**src/rtl/bn_res_ctrl.sv**
```systemverilog
// -----------------------------------------------------------------------------
// bn_res_ctrl
// Frame sequencer for the BN + residual datapath. After a start pulse it asks
// the parameter loader for bn_a/bn_b. It then admits FM_WIDTH*FM_HEIGHT
// partial-sum pixels under credit flow control toward the RPReLU input FIFO,
// and issues the matching residual-buffer reads. When every datapath output
// has been counted it pulses frame_done. No pixel data passes through here.
//
// Ports
//   clk, rstn          : clock; synchronous active-high reset
//   start, res_en      : frame start pulse (IDLE only); residual enable sampled on start
//   param_load_req/done: one-cycle request to the BN parameter loader / its completion pulse
//   psum_valid/ready   : partial-sum handshake
//   bn_data_in_valid   : datapath input strobe (= psum_valid & psum_ready)
//   bn_data_out_valid  : datapath output strobe, counted toward frame end
//   res_rd_en/addr     : residual buffer read (one-cycle read latency)
//   res_zero           : forces the datapath residual operand to zero
//   credit_return      : downstream FIFO released one slot
//   busy, frame_done   : FSM not idle; one-cycle end-of-frame pulse
//   credit_err         : sticky protocol error, cleared by reset or start
// -----------------------------------------------------------------------------
module bn_res_ctrl #(
   parameter int unsigned FM_WIDTH   = 32,
   parameter int unsigned FM_HEIGHT  = 32,
   parameter int unsigned ADDR_WIDTH = 10,
   parameter int unsigned CREDIT_MAX = 4,
   parameter int unsigned CNT_WIDTH  = 11
) (
   input  logic                  clk,
   input  logic                  rstn,
   input  logic                  start,
   input  logic                  res_en,
   output logic                  param_load_req,
   input  logic                  param_load_done,
   input  logic                  psum_valid,
   output logic                  psum_ready,
   output logic                  bn_data_in_valid,
   input  logic                  bn_data_out_valid,
   output logic                  res_rd_en,
   output logic [ADDR_WIDTH-1:0] res_rd_addr,
   output logic                  res_zero,
   input  logic                  credit_return,
   output logic                  busy,
   output logic                  frame_done,
   output logic                  credit_err
);

   localparam int unsigned          TOTAL_INT = FM_WIDTH * FM_HEIGHT;
   localparam logic [CNT_WIDTH-1:0] TOTAL     = CNT_WIDTH'(TOTAL_INT);
   localparam logic [CNT_WIDTH-1:0] COL_LAST  = CNT_WIDTH'(FM_WIDTH - 1);
   localparam int unsigned          CRW       = $clog2(CREDIT_MAX + 1);
   localparam logic [CRW-1:0]       CRED_FULL = CRW'(CREDIT_MAX);

   typedef enum logic [2:0] {
      S_IDLE  = 3'd0,
      S_LOAD  = 3'd1,
      S_RUN   = 3'd2,
      S_DRAIN = 3'd3,
      S_DONE  = 3'd4
   } state_t;

   state_t               state_q,   state_d;
   logic [CNT_WIDTH-1:0] in_cnt_q,  in_cnt_d;
   logic [CNT_WIDTH-1:0] out_cnt_q, out_cnt_d;
   logic [CNT_WIDTH-1:0] row_q,     row_d;
   logic [CNT_WIDTH-1:0] col_q,     col_d;
   logic [CRW-1:0]       credit_q,  credit_d;
   logic                 res_en_q,  res_en_d;
   logic                 err_q,     err_d;
   logic                 req_q,     req_d;
   logic                 done_q,    done_d;

   logic                 fire_s;
   logic                 out_err_s;
   logic                 cred_err_s;

   // Handshake and control outputs decoded from state and counters
   always_comb begin
      psum_ready       = (state_q == S_RUN) && (credit_q != '0) && (in_cnt_q < TOTAL);
      fire_s           = psum_valid & psum_ready;
      bn_data_in_valid = fire_s;
      res_rd_en        = fire_s & res_en_q;
      // Address from the pre-increment row/col so the residual arrives with the product register
      res_rd_addr      = ADDR_WIDTH'((32'(row_q) * 32'(FM_WIDTH)) + 32'(col_q));
      busy             = (state_q != S_IDLE);
      res_zero         = (state_q != S_IDLE) & ~res_en_q;
      param_load_req   = req_q;
      frame_done       = done_q;
      credit_err       = err_q;
   end

   // Next-state logic: FSM, pixel counters, credit counter and error flag
   always_comb begin
      state_d    = state_q;
      in_cnt_d   = in_cnt_q;
      out_cnt_d  = out_cnt_q;
      row_d      = row_q;
      col_d      = col_q;
      credit_d   = credit_q;
      res_en_d   = res_en_q;
      err_d      = err_q;
      req_d      = 1'b0;
      done_d     = 1'b0;
      out_err_s  = 1'b0;
      cred_err_s = 1'b0;

      // Outputs are counted before the FSM so DRAIN can leave on the cycle the last one appears
      if (bn_data_out_valid) begin
         if ((state_q != S_IDLE) && (out_cnt_q != TOTAL)) begin
            out_cnt_d = out_cnt_q + CNT_WIDTH'(1);
         end else begin
            out_err_s = 1'b1;
         end
      end else begin
         out_err_s = 1'b0;
      end

      case (state_q)
         S_IDLE: begin
            if (start) begin
               state_d   = S_LOAD;
               res_en_d  = res_en;
               err_d     = 1'b0;
               req_d     = 1'b1;
               in_cnt_d  = '0;
               out_cnt_d = '0;
               row_d     = '0;
               col_d     = '0;
            end else begin
               state_d = S_IDLE;
            end
         end
         S_LOAD: begin
            if (param_load_done) begin
               state_d = S_RUN;
            end else begin
               state_d = S_LOAD;
            end
         end
         S_RUN: begin
            if (fire_s) begin
               in_cnt_d = in_cnt_q + CNT_WIDTH'(1);
               if (col_q == COL_LAST) begin
                  col_d = '0;
                  row_d = row_q + CNT_WIDTH'(1);
               end else begin
                  col_d = col_q + CNT_WIDTH'(1);
               end
               if (in_cnt_d == TOTAL) begin
                  state_d = S_DRAIN;
               end else begin
                  state_d = S_RUN;
               end
            end else begin
               state_d = S_RUN;
            end
         end
         S_DRAIN: begin
            if (out_cnt_d == TOTAL) begin
               state_d = S_DONE;
               done_d  = 1'b1;
            end else begin
               state_d = S_DRAIN;
            end
         end
         S_DONE: begin
            state_d = S_IDLE;
         end
         default: begin
            state_d = S_IDLE;
         end
      endcase

      // A fire and a return in the same cycle cancel; a return into a full pool is dropped
      case ({fire_s, credit_return})
         2'b10: begin
            credit_d = credit_q - CRW'(1);
         end
         2'b01: begin
            if (credit_q == CRED_FULL) begin
               cred_err_s = 1'b1;
            end else begin
               credit_d = credit_q + CRW'(1);
            end
         end
         default: begin
            credit_d = credit_q;
         end
      endcase

      // Error events are applied after the start clear so a same-cycle event still sticks
      err_d = err_d | out_err_s | cred_err_s;
   end

   // State register with synchronous active-high reset
   always_ff @(posedge clk) begin
      if (rstn) begin
         state_q   <= S_IDLE;
         in_cnt_q  <= '0;
         out_cnt_q <= '0;
         row_q     <= '0;
         col_q     <= '0;
         credit_q  <= CRED_FULL;
         res_en_q  <= 1'b0;
         err_q     <= 1'b0;
         req_q     <= 1'b0;
         done_q    <= 1'b0;
      end else begin
         state_q   <= state_d;
         in_cnt_q  <= in_cnt_d;
         out_cnt_q <= out_cnt_d;
         row_q     <= row_d;
         col_q     <= col_d;
         credit_q  <= credit_d;
         res_en_q  <= res_en_d;
         err_q     <= err_d;
         req_q     <= req_d;
         done_q    <= done_d;
      end
   end

endmodule

```
**config.mk**
```make
export PLATFORM = sky130hd
export DESIGN_NAME = bn_res_ctrl
export DESIGN_NICKNAME = d
export VERILOG_FILES = /design/src/rtl/bn_res_ctrl.sv
export SDC_FILE = /design/constraint.sdc
export NUM_CORES = 1
export LEC_CHECK = 0
export ABC_AREA = 1
export BUFFER_PORTS_ARGS = -buffer_cell sky130_fd_sc_hd__buf_4
export CAP_MARGIN = 25
export CORE_MARGIN = 3
export CORE_UTILIZATION = 40
export CTS_CLUSTER_SIZE = 12
export DETAILED_ROUTE_END_ITERATION = 7
export HOLD_SLACK_MARGIN = 0.06
export PLACE_DENSITY = 0.64
export RECOVER_POWER = 25
export SETUP_SLACK_MARGIN = 0.05
export SKIP_CTS_REPAIR_TIMING = 1
export SYNTH_ARGS = -nofsm -noshare
export SYNTH_HDL_FRONTEND = slang
export SYNTH_SLANG_ARGS = --single-unit
```
**constraint.sdc**
```tcl
create_clock -name clk -period 1.5 [get_ports clk]
set_input_delay 0.225 -clock clk [delete_from_list [all_inputs] [get_ports clk]]
set_output_delay 0.225 -clock clk [all_outputs]
set_load 0.02 [all_outputs]
```
==> summary.txt <==
OUTCOME
--------------------------------------------------------------------------------------
Result of the run ....................................................... finished with violations
Violations in the final reports ......................................... setup timing

DETAILED ROUTING
--------------------------------------------------------------------------------------
Number of antenna-violating nets in the routed design ...................            0
Detailed Routing Iterations Pass 1 ......................................            5
WL met3 .................................................................       263 µm
DR WL/cell ..............................................................     13.35 µm
Iteration-0 DRC count of the detailed router ............................          114
Number of design rule violations left after detail routing ..............            0
Vias per std cell .......................................................        4.908
Total number of vias ....................................................         2945
Uppermost layer routed ..................................................         met4
Met2 Routed Length ......................................................      4043 µm
Post-detailed-routing wire length .......................................      8007 µm
Metal1 wirelength .......................................................      3557 µm

GRT
--------------------------------------------------------------------------------------
Overall Global Routing Usage ............................................       18.86%
First-pass GRT wire length ..............................................     11940 µm
Initial antenna violation count .........................................            0
Via count of the first global-routing pass ..............................         2666
Congestion Overflow GR ..................................................            0
Maximum number of pins on one net before global-route repair ............           16

FLOORPLANNING
--------------------------------------------------------------------------------------
Horizontal die dimension ................................................     89.58 µm
Std-Cell Rows ...........................................................           29
Boundary Pins ...........................................................           26
Die height ..............................................................     89.58 µm
Initial core utilization ................................................       42.54%
Total die area ..........................................................     8024 µm²
Core Footprint ..........................................................     6568 µm²

CELLS AND AREA
--------------------------------------------------------------------------------------
Final standard cell count with taps included and fillers excluded .......          600
Fraction of layout cells with a size suffix above 1 .....................       51.08%
Number of antenna cells inserted ........................................            0
Relative area change from synthesis to final layout .....................       61.49%
Area of all sequential standard cells ...................................    988.4 µm²
Final core utilization ..................................................       68.70%
FILL cells ..............................................................          497
Net count reported at finish ............................................          526
Total area of multi-input combinational cells ...........................     2081 µm²

LOGIC SYNTHESIS
--------------------------------------------------------------------------------------
Flip-flop and latch count after synthesis ...............................           48
Asr flop ratio synth ....................................................           0%
Area share of the leading cell type in the synthesized netlist ..........       34.39%
EDFF count, synth .......................................................            0
Most common cell in the synthesized netlist .............................      nand2_1
Sequential area share after synthesis ...................................       34.39%
Cell type contributing the most total cell area after synthesis .........      dfxtp_1
Number of different library cells in the post-synthesis netlist .........           40
Synth Instances .........................................................          397
Syn_nets ................................................................          417
Most common flop cell mapped by yosys ...................................      dfxtp_1
Ranking of synthesized cells by area .................................... dfxtp_1, nand2_1, inv_1
Synthesized area per cell ...............................................    7.038 µm²
Area of the mapped netlist ..............................................     2794 µm²
Total number of yosys warnings ..........................................            0
List of most frequent post-synthesis cells .............................. nand2_1, inv_1, dfxtp_1

CRITICAL PATH
--------------------------------------------------------------------------------------
Type of the worst setup path ............................................ register to output pin
Highest net fanout along the worst path .................................            2
Slowest stage delay, CP .................................................      0.37 ns
Data arrival time of the critical path ..................................      1.68 ns
Worst-path cell chain ................................................... ha_4 > inv_2 > fa_2 > o21ai_2 > xor2_2 > buf_6
Data required time at the worst endpoint ................................      1.27 ns
Library cell contributing the largest single delay on the critical path .      dfxtp_2
Crit path launch type ...................................................     register
Crit end category .......................................................   output pin

POWER AND IR DROP
--------------------------------------------------------------------------------------
Pwr/cell area ........................................................... 728.7 nW/µm²
Max IR drop VDD .........................................................  0.0004143 V
Total Power .............................................................     3.288 mW
Lkg Pwr .................................................................     1.901 nW

CTS
--------------------------------------------------------------------------------------
Bufs on Longest Clock Path ..............................................            2
Number of H-tree branching levels .......................................            2
Clock root buffer .......................................................     clkbuf_8
TritonCTS clock tree ....................................................         done
Clock-pin slew of the registers on the worst-case setup and hold paths ..      0.10 ns
Insertion delay of the later-clocked pin in the worst-skew pair .........      0.31 ns
Clk sinks ...............................................................           48
Number of buffers added by the clock tree synthesis step ................            5

STA
--------------------------------------------------------------------------------------
Final setup viols .......................................................           31
Part of the cycle the worst path needs ..................................       126.9%
Final slew viol count ...................................................            0
Least setup slack across all paths after layout .........................   -0.4041 ns
Final sum of negative setup slack .......................................    -4.215 ns
Post-Route Hold Slack ...................................................    0.1363 ns
Final number of hold-violating endpoints ................................            0
Unrepaired setup endpoints after global routing .........................          yes
Final min period ........................................................     1.904 ns
Highest attainable clock frequency ......................................   0.5252 GHz
Clk_skew ................................................................  0.006374 ns
Normalized max-slew margin ..............................................       69.05%
Slew at the pin with the worst max-slew slack ...........................    0.4638 ns

PLACEMENT
--------------------------------------------------------------------------------------
Number of port buffers ..................................................           25
Placer congestion estimate ..............................................       0.8294
Total instance count after detailed placement ...........................          573
HPWL after detailed placement ...........................................      5228 µm

MIN PATH
--------------------------------------------------------------------------------------
Type of the most critical hold path ..................................... input port to register

JOB
--------------------------------------------------------------------------------------
Number of maximum-capacitance constraint violations .....................            0

## layer usage
layer	global-route usage (%)	vias to the layer above
met1	24.08	1379
met3	3.102	12
li1	-	1495
met4	4.601	0
met2	33.05	59
met5	0	-
## power breakdown
part / leakage (nW) / internal [mW] / total (mW) / switching, mW
Sequential: 0.396 / 1.32 / 1.37 / 0.0457
Clock: 0.0541 / 0.494 / 0.976 / 0.482
Combinational: 1.45 / 0.439 / 0.942 / 0.503
Total: 1.90 / 2.26 / 3.29 / 1.03
## logic make-up after synthesis
group                      share of synthesized area (%)
buffers and inverters                              9.494
DFF                                                34.39
and+or+nand+nor                                    35.51
xor gates and xnor gates                           4.031
AOI/OAI and AO/OA                                  10.66
adders and majority gates                          5.911
## critical path, delay by kind of cell (launching register included)
kind | cells | cell delay (ns)
xor+xnor | 1 | 0.16
fa+ha+maj | 2 | 0.50
flops | 1 | 0.37
buf+inv | 2 | 0.17
compound gates | 1 | 0.16
## worst paths after layout
check	from	endpoint	slack, ns	cells past startpoint
setup / recovery	row_q[0]	res_rd_addr[9]	-0.40	6
hold reg to reg	in_cnt_q[5]	in_cnt_q[5]	0.48	2
hold / removal	res_en	res_en_q	0.14	3
setup reg to reg	credit_q[1]	credit_q[2]	-0.27	10
## area by class of cell
class | count | area share, %
well taps | 93 | 2.579
repair buffers | 113 | 22.02
clock buffers | 5 | 1.525
inverters | 52 | 4.908
flip-flops and latches | 48 | 21.91
multi-input cells | 286 | 46.12
clock inverters | 3 | 0.9429
## flip-flops by register name, indices dropped and copies added (netlist names)
register	count
param_load_req	1
col_q	11
in_cnt_q	11
row_q	5
state_q	3
out_cnt_q	11
res_en_q	1
credit_err	1
frame_done	1
credit_q	3
## stage by stage
step / cell area, µm² / setup slack (ns)
finish: 4512 / -0.4041
detailed placement: 3651 / -0.1964
floorplan: 2888 / -0.2473
global placement: 3651 / -0.1542
CTS: 3762 / -0.5189
global route: 4512 / -0.4763
## placed cells by master (no fill, tap or decap), types with 6 or more instances in the layout
cell	netlist	final
nand2_1	88	64
nor2_4	4	14
o21ai_1	3	6
o21ai_2	0	7
nor2_2	1	10
ha_4	0	6
a21oi_1	25	16
nand2_2	6	22
nor2_1	45	26
dfxtp_2	0	16
inv_1	50	38
a21oi_2	0	8
nor3_2	2	7
nand3_1	28	22
inv_2	2	6
buf_6	1	27
xor2_1	9	6
buf_4	5	76
nand4_1	10	10
dfxtp_1	48	30
nand2_4	2	7
inv_4	0	6
nand3_2	0	6
(Power assumes the default switching activity.)
